File: config.mk
export PLATFORM = sky130hd
export DESIGN_NAME = ysyx_22040759_inst_encoder
export DESIGN_NICKNAME = d
export VERILOG_FILES = /design/src/rtl/ysyx_22040759_inst_encoder.sv
export SDC_FILE = /design/constraint.sdc
export NUM_CORES = 1
export LEC_CHECK = 0
export ABC_AREA = 1
export BUFFER_PORTS_ARGS = -buffer_cell sky130_fd_sc_hd__buf_2
export CAP_MARGIN = 20
export CORE_MARGIN = 3
export CORE_UTILIZATION = 53
export DETAILED_ROUTE_END_ITERATION = 8
export GPL_TIMING_DRIVEN = 1
export PLACE_DENSITY = 0.77
export SYNTH_ARGS = -nofsm -noshare
export SYNTH_HDL_FRONTEND = slang
export SYNTH_SLANG_ARGS = --single-unit
File: constraint.sdc
create_clock -name clk -period 2.2 [get_ports clk]
set_input_delay 0.11 -clock clk [delete_from_list [all_inputs] [get_ports clk]]
set_output_delay 0.11 -clock clk [all_outputs]
set_load 0.01 [all_outputs]
File: src/rtl/ysyx_22040759_inst_encoder.sv
// RV64I instruction encoder: packs op/register/immediate fields into a 32-bit word behind a 2-entry output FIFO.
// Define ENC_RANGE_CHECK_EN to flag immediates that do not fit their format; otherwise only illegal ops set err.
module ysyx_22040759_inst_encoder #(
    parameter int CNT_W = 32
) (
    input  logic             clk,
    input  logic             rst_n,
    input  logic             in_valid,
    output logic             in_ready,
    input  logic [3:0]       in_op,
    input  logic [4:0]       in_rd,
    input  logic [4:0]       in_rs1,
    input  logic [4:0]       in_rs2,
    input  logic [63:0]      in_imm,
    output logic             out_valid,
    input  logic             out_ready,
    output logic [31:0]      out_inst,
    output logic             out_err,
    output logic [CNT_W-1:0] inst_cnt
);

    typedef enum logic [3:0] {
        OP_ADDI  = 4'd0,
        OP_AUIPC = 4'd1,
        OP_LUI   = 4'd2,
        OP_JAL   = 4'd3,
        OP_JALR  = 4'd4,
        OP_SD    = 4'd5,
        OP_LD    = 4'd6,
        OP_ADD   = 4'd7,
        OP_ADDIW = 4'd8,
        OP_SUB   = 4'd9,
        OP_SLTIU = 4'd10,
        OP_BNE   = 4'd11,
        OP_BEQ   = 4'd12
    } op_e;

    typedef enum logic [2:0] {
        FMT_I, FMT_S, FMT_B, FMT_U, FMT_J, FMT_R, FMT_ILL
    } fmt_e;

    fmt_e        fmt;
    logic [6:0]  opc;
    logic [2:0]  f3;
    logic [6:0]  f7;
    logic [31:0] enc_inst;
    logic        enc_err;
    logic        rng_bad;

    always_comb begin
        fmt = FMT_ILL;
        opc = 7'b0010011;
        f3  = 3'b000;
        f7  = 7'b0000000;
        case (op_e'(in_op))
            OP_ADDI:  begin fmt = FMT_I; opc = 7'b0010011; f3 = 3'b000; end
            OP_SLTIU: begin fmt = FMT_I; opc = 7'b0010011; f3 = 3'b011; end
            OP_ADDIW: begin fmt = FMT_I; opc = 7'b0011011; f3 = 3'b000; end
            OP_JALR:  begin fmt = FMT_I; opc = 7'b1100111; f3 = 3'b000; end
            OP_LD:    begin fmt = FMT_I; opc = 7'b0000011; f3 = 3'b011; end
            OP_SD:    begin fmt = FMT_S; opc = 7'b0100011; f3 = 3'b011; end
            OP_AUIPC: begin fmt = FMT_U; opc = 7'b0010111; end
            OP_LUI:   begin fmt = FMT_U; opc = 7'b0110111; end
            OP_JAL:   begin fmt = FMT_J; opc = 7'b1101111; end
            OP_ADD:   begin fmt = FMT_R; opc = 7'b0110011; f3 = 3'b000; f7 = 7'b0000000; end
            OP_SUB:   begin fmt = FMT_R; opc = 7'b0110011; f3 = 3'b000; f7 = 7'b0100000; end
            OP_BEQ:   begin fmt = FMT_B; opc = 7'b1100011; f3 = 3'b000; end
            OP_BNE:   begin fmt = FMT_B; opc = 7'b1100011; f3 = 3'b001; end
            default:  fmt = FMT_ILL;
        endcase
    end

    // Out-of-range immediates are still truncated into the word; only err reports them.
    always_comb begin
        enc_inst = 32'h0000_0013;
        case (fmt)
            FMT_I:   enc_inst = {in_imm[11:0], in_rs1, f3, in_rd, opc};
            FMT_S:   enc_inst = {in_imm[11:5], in_rs2, in_rs1, f3, in_imm[4:0], opc};
            FMT_B:   enc_inst = {in_imm[12], in_imm[10:5], in_rs2, in_rs1, f3,
                                 in_imm[4:1], in_imm[11], opc};
            FMT_U:   enc_inst = {in_imm[31:12], in_rd, opc};
            FMT_J:   enc_inst = {in_imm[20], in_imm[10:1], in_imm[11], in_imm[19:12], in_rd, opc};
            FMT_R:   enc_inst = {f7, in_rs2, in_rs1, f3, in_rd, opc};
            default: enc_inst = 32'h0000_0013;
        endcase
    end

`ifdef ENC_RANGE_CHECK_EN
    logic fits12, fits13, fits21, fits32;

    assign fits12 = (in_imm == {{52{in_imm[11]}}, in_imm[11:0]});
    assign fits13 = (in_imm == {{51{in_imm[12]}}, in_imm[12:0]});
    assign fits21 = (in_imm == {{43{in_imm[20]}}, in_imm[20:0]});
    assign fits32 = (in_imm == {{32{in_imm[31]}}, in_imm[31:0]});

    always_comb begin
        rng_bad = 1'b0;
        case (fmt)
            FMT_I, FMT_S: rng_bad = !fits12;
            FMT_B:        rng_bad = in_imm[0] || !fits13;
            FMT_J:        rng_bad = in_imm[0] || !fits21;
            FMT_U:        rng_bad = (|in_imm[11:0]) || !fits32;
            default:      rng_bad = 1'b0;
        endcase
    end
`else
    logic unused_imm_hi;

    assign unused_imm_hi = ^in_imm[63:32];
    assign rng_bad       = 1'b0;
`endif

    assign enc_err = (fmt == FMT_ILL) || rng_bad;

    logic [32:0]      mem_q [2];
    logic             wr_ptr_q, wr_ptr_d;
    logic             rd_ptr_q, rd_ptr_d;
    logic [1:0]       occ_q, occ_d;
    logic [CNT_W-1:0] cnt_q, cnt_d;
    logic             push, pop;

    // in_ready depends only on occupancy, so a full FIFO never accepts in a pop cycle.
    assign in_ready  = (occ_q < 2'd2);
    assign out_valid = (occ_q != 2'd0);
    assign push      = in_valid && in_ready;
    assign pop       = out_valid && out_ready;
    assign out_inst  = out_valid ? mem_q[rd_ptr_q][31:0] : 32'h0;
    assign out_err   = out_valid ? mem_q[rd_ptr_q][32]   : 1'b0;
    assign inst_cnt  = cnt_q;

    always_comb begin
        wr_ptr_d = push ? wr_ptr_q + 1'b1 : wr_ptr_q;
        rd_ptr_d = pop  ? rd_ptr_q + 1'b1 : rd_ptr_q;
        cnt_d    = pop  ? cnt_q + CNT_W'(1) : cnt_q;
        occ_d    = occ_q;
        case ({push, pop})
            2'b10:   occ_d = occ_q + 2'd1;
            2'b01:   occ_d = occ_q - 2'd1;
            default: occ_d = occ_q;
        endcase
    end

    always_ff @(posedge clk or negedge rst_n) begin
        if (!rst_n) begin
            occ_q    <= 2'd0;
            wr_ptr_q <= 1'b0;
            rd_ptr_q <= 1'b0;
            cnt_q    <= '0;
            mem_q[0] <= '0;
            mem_q[1] <= '0;
        end else begin
            occ_q    <= occ_d;
            wr_ptr_q <= wr_ptr_d;
            rd_ptr_q <= rd_ptr_d;
            cnt_q    <= cnt_d;
            if (push) begin
                mem_q[wr_ptr_q] <= {enc_err, enc_inst};
            end
        end
    end

endmodule

==> impl_results.md, run 1 <==
- Run status: finished, final reports clean
- Final WS setup: 0.355 ns
- PD cells: 1020 nW/µm²
- Pins Over Slew Limit: 0
- Placed cell count: 1083
- Worst EP arrival: 1.73 ns
- Commonest non-fill, non-tap cells in the layout: 381 x nand2_1, 120 x buf_2, 100 x dfrtp_1
- Initial antenna violation count: 0
- Total Wirelength: 15.0 mm
- Die X: 110 µm
- First-pass GRT wire length: 24.4 mm
- Required @ worst endpoint: 2.09 ns
- Final std cells w/o fill: 1100
- RSZ-0062 raised after global routing: no
- Min Tclk post-route: 1.84 ns
- DP Wirelength: 11.0 mm
- CP max stage cell: dfrtp_1
- Chip Height: 110 µm
- Full die area: 12100 µm²
- Post-CTS setup buffer count: 0
- Fin. Hold Viols: 0
- # IOs: 154
- Initial Util: 0.552
- Pre-CTS WS: 0.486 ns
- Total power: 6.84 mW
- Avg WL per Cell: 13.6 µm
- EDFF count, synth: 0
- Sequential area share after synthesis: 0.435
- Worst-Skew Late Latency: 0.37 ns
- Gpl congestion: 0.941
- Pin count of the biggest net entering global routing: 64
- Max Root-Sink Buffers: 2
- CTS sink cnt: 100
- ANT nets after route: 0
- H-tree Lvls: 3
- Post-Syn Area: 5750 µm²
- Ys Warns: 0
- Worst setup SP type: flip-flop
- CP Max Fanout: 19
- Tcrit/Tclk final: 0.838
- Worst Skew: 0.00792 ns
- # hold bufs at CTS: 1
- Ys flop type: dfrtp_1
- Detailed Routing Iterations Pass 1: 5
- First DRT Iteration DRCs: 374
- HP Class: in -> reg
- Total grt overflow: 0
- Delay-heaviest family, CP: flip-flops
- Antenna diodes: 0
- Top achievable clock speed: 542 MHz
- Commonest non-fill, non-tap cell in the layout: nand2_1
- Share of cells above drive strength 1: 0.182
- CTS tree: yes
- Worst-Margin Slew: 0.735 ns
- PortBufs: 121
- Vias in the first global route: 4982
- Async SR Flop Fraction: 1.00
- Slew headroom: 0.509
- Global-route usage over all layers: 0.257
- Vias: 5526
- Synth Register Bits: 100
- CTS-repair resized insts: 0
- Fillers: 987
- Setup_tns: 0 ns
- Mapped Avg Cell Area: 6.82 µm²
- Syn Inst Count: 843
- Clock Tree Root: clkbuf_8
- CP Class: reg -> out
- Clock Pin Slew Worst Setup and Hold Paths: 0.10 ns
- Slowest stage delay, CP: 0.45 ns
- Vias per cell: 5.02
- Final setup violation count: 0
- Library cells used by synthesis: 30
- Core Region: 10400 µm²
- Hold_ws: 0.0673 ns
- Worst path buffer plus inverter count: 2
- CP Capture Type: output pin
- Remaining DRCs: 0
- Worst vdd ir: 0.639 mV
- Syn_nets: 932
- Crit path cell chain: inv_1 > nand2_2 > o21ai_0 > a21oi_1 > buf_2
- Max-cap viol count: 0
- Area growth, synth to finish: 16.2%
- Final nets: 1048
- P_leak: 3.59 nW
- Inserted Clock Buffers: 9
- Core Rows: 37
worst register-to-register path, cell delays in order, from the launching register on:
cell and delay [ns]:
dfrtp_1 0.42, ha_1 0.20, inv_1 0.06, nor2_1 0.19, nand2_1 0.14, nor2_1 0.18
nand2_1 0.10, nor2_2 0.15, nand3_1 0.09, nand2_1 0.07, nand2_1 0.05
worst paths after layout:
kind	from	to	cells after the start	slack, ns
worst max register to register	inst_cnt[1]	inst_cnt[18]	10	0.46
worst min register to register	mem_q[34]	mem_q[34]	1	0.48
min in group asynchronous	rst_n	mem_q[18]	2	0.23
max in group asynchronous	rst_n	mem_q[6]	3	1.26
worst min-delay path	in_imm[1]	mem_q[54]	5	0.07
worst max-delay path	occ_q[0]	out_inst[0]	5	0.36
state kept, by name, indices dropped and copies added, names as in the netlist:
| signal | cells |
|---|---|
| mem_q | 64 |
| inst_cnt | 32 |
| occ_q | 2 |
| rd_ptr_q | 1 |
| wr_ptr_q | 1 |
synthesized netlist by cell type (3+ instances only):
| master | number | share of area |
|---|---|---|
| a21oi_1 | 34 | 0.030 |
| buf_2 | 6 | 0.0052 |
| buf_4 | 6 | 0.0078 |
| clkbuf_1 | 13 | 0.0085 |
| dfrtp_1 | 100 | 0.44 |
| inv_1 | 65 | 0.042 |
| inv_2 | 4 | 0.0026 |
| nand2_1 | 381 | 0.25 |
| nand2_2 | 3 | 0.0033 |
| nand3_1 | 24 | 0.021 |
| nand3_2 | 9 | 0.016 |
| nand4_1 | 4 | 0.0043 |
| nor2_1 | 87 | 0.057 |
| nor2_2 | 7 | 0.0076 |
| nor3_1 | 5 | 0.0043 |
| o21ai_0 | 53 | 0.046 |
| o21ai_1 | 3 | 0.0026 |
| xnor2_1 | 10 | 0.015 |
| xor2_1 | 14 | 0.021 |
metrics by stage:
stage           util  instance area (µm²)
2_1_floorplan      -                 5750
3_3_place_gp   0.622                 6480
3_5_place_dp   0.622                 6480
4_1_cts        0.642                 6680
5_1_grt        0.642                 6680
6_report       0.642                 6680
power breakdown:
part / total, mW / switching (mW) / internal, mW
combinational: 2.91 / 1.86 / 1.04
clock: 1.15 / 0.682 / 0.463
sequential: 2.79 / 0.343 / 2.45
total: 6.84 / 2.89 / 3.95
cell type report:
type                            instances  area, µm²  share of cell area
Inverter                               70        263              0.0393
Sequential cell                       100       2500               0.374
Timing Repair Buffer                  132        706               0.106
Clock inverter                          6       53.8             0.00805
Clock buffer                           10        138              0.0206
Multi-Input combinational cell        646       2850               0.427
Tap cell                              136        170              0.0255
cell families (layout without fill, tap and decap cells):
kind of cell	after synthesis	count (layout)	share of synthesized area
flip-flops	100	100	0.435
AO/OA/AOI/OAI	94	94	0.0835
buffers and inverters	97	218	0.0698
adder cells (fa/ha/maj)	2	2	0.00435
XOR/XNOR	24	24	0.0365
AND/OR/NAND/NOR	526	526	0.371
per-layer routing:
metal / track usage / vias to the layer above / share of wire
met1: 0.360 / 2484 / 0.45
met2: 0.415 / 193 / 0.47
met5: 0 / - / 0
met3: 0.0460 / 12 / 0.070
met4: 0.0633 / 0 / 0.014
li1: - / 2837 / -
Power figures use the tool's default switching activity.
==> inputs of run 2 (changes only) <==
Clock period 2.2 ns to 1.8 ns, I/O delays scaled along.
==> run 2 against run 1 <==
Count of clock-buffer cells in the layout stayed put; cell count is 0.27% higher; global-route usage is 0.30 points higher; worst hold slack worse by 0.012 ns; design area is 0.71% higher; wire length is 0.28% higher; core utilization is 0.46 points higher; largest power group unchanged; sequential share of layout area is 0.25 points lower; critical endpoint is now out_inst[11].
==> impl_results.md, run 2 (synthesis gave the netlist of run 1 again) <==
- Run status: finished, final reports clean
- DP Wirelength: 11.2 mm
- Core Region: 10400 µm²
- Area of the multi-input gates: 2860 µm²
- # IOs: 154
- Critical R2R Capture: inst_cnt[18]
- Crit path cell chain: inv_1 > nand2_2 > buf_6 > o21ai_0 > a21oi_1 > buf_2
- Reg2Reg Launch Point: inst_cnt[1]
- Hold Path Sink: mem_q[21]
- ANT nets after route: 0
- Delay-heaviest family, CP: flip-flops
- CP Max Fanout: 18
- Chip Height: 110 µm
- CTS tree: yes
- Worst path buffer plus inverter count: 3
- CP Capture Type: output pin
- Worst EP arrival: 1.60 ns
- CP Class: reg -> out
- Vias: 5591
- Int Pwr: 4.86 mW
- Slowest stage delay, CP: 0.43 ns
- Avg WL per Cell: 13.6 µm
- Fillers: 1022
- Clock Tree Root: clkbuf_8
- Inserted Clock Buffers: 9
- Core Rows: 37
- Clock Pin Slew Worst Setup and Hold Paths: 0.10 ns
- Worst vdd ir: 0.673 mV
- Share of cells above drive strength 1: 0.188
- Required @ worst endpoint: 1.71 ns
- Min Tclk post-route: 1.69 ns
- First DRT Iteration DRCs: 300
- Worst Skew: 0.0128 ns
- Commonest non-fill, non-tap cell in the layout: nand2_1
- Worst hold start: in_imm[1]
- Post-Layout Inst Area: 6730 µm²
- Worst-Margin Slew: 0.611 ns
- Initial Util: 0.552
- Final nets: 1051
- Sw power: 3.54 mW
- Pin count of the biggest net entering global routing: 50
- Total grt overflow: 0
- Worst-Skew Late Latency: 0.36 ns
- Hold_ws: 0.0550 ns
- Post-CTS setup buffer count: 0
- CP max stage cell: dfrtp_2
- CTS sink cnt: 100
- Switching share of power: 0.422
- First-pass GRT wire length: 24.9 mm
- Tcrit/Tclk final: 0.940
- Area growth, synth to finish: 17.0%
- Antenna diodes: 0
- Max Root-Sink Buffers: 2
- Cells on worst reg2reg path: 10
- Register area: 2500 µm²
- Max-cap viol count: 0
- Worst reg-to-reg setup slack: 0.19 ns
- H-tree Lvls: 3
- Die X: 110 µm
- RSZ-0062 raised after global routing: yes
- Gpl congestion: 0.927
- Hold Path Depth: 5
- Top achievable clock speed: 591 MHz
- P_leak: 3.60 nW
- Global-route usage over all layers: 0.260
- Detailed Routing Iterations Pass 1: 5
- Commonest non-fill, non-tap cells in the layout: 381 x nand2_1, 120 x buf_2, 99 x dfrtp_1
- End-of-flow core utilization: 0.646
- Fin. Hold Viols: 0
- Full die area: 12100 µm²
- Combinational group share of total power: 0.436
- PortBufs: 121
- Vias per cell: 5.07
- Remaining DRCs: 0
- Seq pwr share: 0.406
- Vias in the first global route: 5095
- Total Wirelength: 15.0 mm
- Final setup violation count: 0
- HP Class: in -> reg
- Dpl cell area: 6530 µm²
- Number of flip-flops under the largest register name: 64
- Worst setup SP type: flip-flop
- Initial antenna violation count: 0
- Slew headroom: 0.592
- Pins Over Slew Limit: 0
- PD cells: 1250 nW/µm²
- Register with the most flip-flops: mem_q
- Clk pwr share: 0.158
==> run 2: worst reg2reg max path: stages, from the launching register on <==
cell     delay, ns
dfrtp_1       0.40
ha_1          0.21
inv_1         0.07
nor2_2        0.14
nand2_1       0.12
nor2_2        0.14
nand2_1       0.10
nor2_2        0.14
nand3_1       0.08
nand2_1       0.08
nand2_1       0.05
==> run 2: what timing repair did <==
| item | CTS | global route |
|---|---|---|
| pin swaps | 0 | 0 |
| endpoints found under the setup margin | 2 | 27 |
| resized for setup | 1 | 5 |
| endpoints found under the hold margin | 36 | 0 |
| hold buffers | 1 | 0 |
==> run 2: cell type report <==
cell class	instances	share of cell area
Sequential cell	100	0.372
Timing Repair Buffer	135	0.112
Clock buffer	10	0.0190
Multi-Input combinational cell	646	0.425
Tap cell	136	0.0253
Inverter	70	0.0396
Clock inverter	6	0.00688
==> run 2: power groups by stage <==
| stage | combinational, mW | sequential (mW) | clock, mW |
|---|---|---|---|
| after floorplan | 2.29 | 3.38 | 0 |
| after global placement | 3.58 | 3.40 | 0 |
| after detailed placement | 3.64 | 3.44 | 0 |
| after CTS | 3.67 | 3.40 | 1.35 |
| after global routing | 4.14 | 3.49 | 1.44 |
| final | 3.66 | 3.41 | 1.33 |
==> run 2: how the worst max path moves through the flow <==
stage                      startpoint           end  slack [ns]  cells past startpoint
final                        occ_q[0]  out_inst[11]        0.11                      6
after global routing      inst_cnt[0]  inst_cnt[18]       -0.01                     10
after CTS                    occ_q[0]  out_inst[11]        0.03                      6
after detailed placement  inst_cnt[0]  inst_cnt[18]        0.12                     10
after global placement    inst_cnt[0]  inst_cnt[18]        0.18                     10
after floorplan              occ_q[0]      occ_q[1]        0.05                      8
==> run 2: layer usage <==
layer  global-route usage  part of all wire  routed length (µm)
met2                0.428              0.47                7070
met4               0.0501             0.014                 214
met3               0.0454             0.069                1040
met1                0.364              0.44                6670
met5                    0                 0                   0
==> run 2: through the flow <==
step                      instances  setup TNS [ns]  setup WS, ns  power [mW]
after floorplan                 843               0        0.0504        5.67
after global placement         1086               0         0.184        6.99
after detailed placement       1086               0         0.123        7.07
after CTS                      1103               0        0.0282        8.41
after global routing           1103         -0.0107       -0.0107        9.08
final                          1103               0         0.108        8.40
==> inputs of run 3 (changes only) <==
Settings changed: ABC_AREA 1 to not set, PLACE_DENSITY 0.77 to 0.78.
==> run 3 against run 2 <==
Non-clock buffer count up 12; clock skew shrank 0.0032 ns; critical path depth is 2 lower; total power increased by 0.43%; wire length fell by 10%; critical path type is now reg -> reg; largest cell class unchanged; highest routed layer unchanged.
==> impl_results.md, run 3 <==
- Register with the most flip-flops: mem_q
- PortBufs: 121
- Number of flip-flops under the largest register name: 64
- Total grt overflow: 0
- # IOs: 154
- Fillers: 809
- Antenna diodes: 0
- Pre-CTS WS: 0.172 ns
- CP Max Fanout: 7
- Ys flop type: dfrtp_1
- Required @ worst endpoint: 2.06 ns
- Ys Warns: 0
- Initial antenna violation count: 0
- Die X: 107 µm
- Post-Layout Inst Area: 6420 µm²
- Area growth, synth to finish: 18.2%
- Inserted Clock Buffers: 9
- Avg WL per Cell: 16.0 µm
- Commonest non-fill, non-tap cells in the layout: 120 x buf_2, 99 x dfrtp_1, 83 x nand2_1
- Total Wirelength: 13.5 mm
- Async SR Flop Fraction: 1.00
- DP Wirelength: 9.97 mm
- CP max stage cell: nor4_4
- Max Root-Sink Buffers: 2
- Worst-Skew Late Latency: 0.37 ns
- Commonest non-fill, non-tap cell in the layout: buf_2
- Setup_tns: 0 ns
- Hold_ws: 0.0179 ns
- CP Capture Type: flip-flop
- Slowest stage delay, CP: 0.51 ns
- Top post-synthesis cells by area: dfrtp_1 46%, mux2i_1 6.5%, nand2_1 5.7%
- Worst setup SP type: flip-flop
- Most frequent cell after synthesis: dfrtp_1
- Max-cap viol count: 0
- Crit path cell chain: nand4_2 > nor4_4 > nand4_1 > xnor2_1
- End-of-flow core utilization: 0.651
- Post-CTS setup buffer count: 0
- First-pass GRT wire length: 21.7 mm
- Area leader, netlist: dfrtp_1
- Post-synth top area share: 0.461
- Slew headroom: 0.657
- ANT nets after route: 0
- Final nets: 792
- Total power: 8.43 mW
- Min Tclk post-route: 1.65 ns
- Global-route usage over all layers: 0.237
- Core Rows: 36
- Worst Skew: 0.00964 ns
- Syn_nets: 675
- Top achievable clock speed: 607 MHz
- Post-Syn Area: 5430 µm²
- Gpl congestion: 0.896
- Area of the multi-input gates: 2690 µm²
- CTS tree: yes
- Final WS setup: 0.153 ns
- Final setup violation count: 0
- EDFF count, synth: 0
- Tcrit/Tclk final: 0.915
- First DRT Iteration DRCs: 377
- CTS-repair resized insts: 0
- Pins Over Slew Limit: 0
- Run status: finished, final reports clean
- H-tree Lvls: 3
- RSZ-0062 raised after global routing: no
- Synth Register Bits: 100
- Fin. Hold Viols: 0
- Clock Pin Slew Worst Setup and Hold Paths: 0.10 ns
- Worst vdd ir: 0.550 mV
- Library cells used by synthesis: 56
- Vias in the first global route: 4466
- Initial Util: 0.551
- Worst EP arrival: 1.91 ns
- CP Class: reg -> reg
- Worst-Margin Slew: 0.508 ns
- PD cells: 1310 nW/µm²
- Worst reg-to-reg setup slack: 0.15 ns
- Top post-synthesis cells by count: 100 x dfrtp_1, 83 x nand2_1, 61 x o21ai_0, 51 x nor2_1, 35 x mux2i_1
- P_leak: 3.15 nW
- Final std cells w/o fill: 840
- Clock Tree Root: clkbuf_8
- Placed cell count: 823
- Pin count of the biggest net entering global routing: 52
- Syn Inst Count: 586
- Share of cells above drive strength 1: 0.245
- Sequential area share after synthesis: 0.461
- Dpl cell area: 6230 µm²
- Mapped Avg Cell Area: 9.27 µm²
- Core Region: 9860 µm²
- Detailed Routing Iterations Pass 1: 7
- Full die area: 11500 µm²
- Vias: 4759
- Remaining DRCs: 0
- Register area: 2500 µm²
- HP Class: in -> reg
- CTS sink cnt: 100
- Chip Height: 107 µm
- Vias per cell: 5.67
[run 3: changes by cell type after synthesis, moves of 9 or more]
cell     before  now
a22oi_1       2   14
mux2i_1       0   35
inv_1        65   12
a21oi_1      34   17
nand2_1     381   83
nand3_2       9    0
xor2_1       14    5
buf_2         6   22
xnor2_1      10   32
nor2_1       87   51
nand4_1       4   13
[run 3: routing by layer]
layer	track usage	up-vias	routed length, µm	share of wire
li1	-	2300	-	-
met4	0.0822	0	249	0.018
met5	0	-	0	0
met1	0.328	2281	6040	0.45
met2	0.387	161	6480	0.48
met3	0.0301	17	704	0.052
[run 3: final cells by class]
class / count / area share
flip-flops and latches: 100 / 0.390
well taps: 133 / 0.0259
clock inverters: 5 / 0.00585
inverters: 13 / 0.00760
repair buffers: 147 / 0.130
multi-input cells: 432 / 0.420
clock buffers: 10 / 0.0214
[run 3: logic make-up (layout without fill, tap and decap cells)]
group                      Yosys count  after routing  share of synthesized area
xor gates and xnor gates            37             37                     0.0597
muxes                               35             35                     0.0645
DFF                                100            100                      0.461
adders and majority gates            4              4                    0.00829
and+or+nand+nor                    223            223                      0.207
buffers and inverters               54            175                     0.0438
AOI/OAI and AO/OA                  133            133                      0.156
[run 3: worst paths after layout]
check / to / cells past startpoint / start
worst max-delay path: inst_cnt[13] / 4 / inst_cnt[6]
worst min-delay path: mem_q[23] / 3 / in_rs2[3]
worst max register to register: inst_cnt[13] / 4 / inst_cnt[6]
worst min register to register: inst_cnt[31] / 1 / inst_cnt[31]
max in group asynchronous: mem_q[1] / 3 / rst_n
min in group asynchronous: inst_cnt[23] / 2 / rst_n
[run 3: power breakdown]
group / leakage [nW] / switching, mW / internal (mW)
combinational: 1.78 / 2.10 / 1.50
sequential: 1.28 / 0.493 / 3.03
clock: 0.0848 / 0.774 / 0.537
total: 3.15 / 3.37 / 5.07
[run 3: critical path: cells and delay by family, from the launching register on]
family	cells	cell delay (ns)
AND/OR/NAND/NOR	3	0.90
XOR/XNOR	1	0.16
flip-flops	1	0.46
[run 3: repair_timing]
action | CTS | global route
setup endpoints to repair | 0 | 1
hold buffers | 2 | 0
hold endpoints to repair | 31 | 0
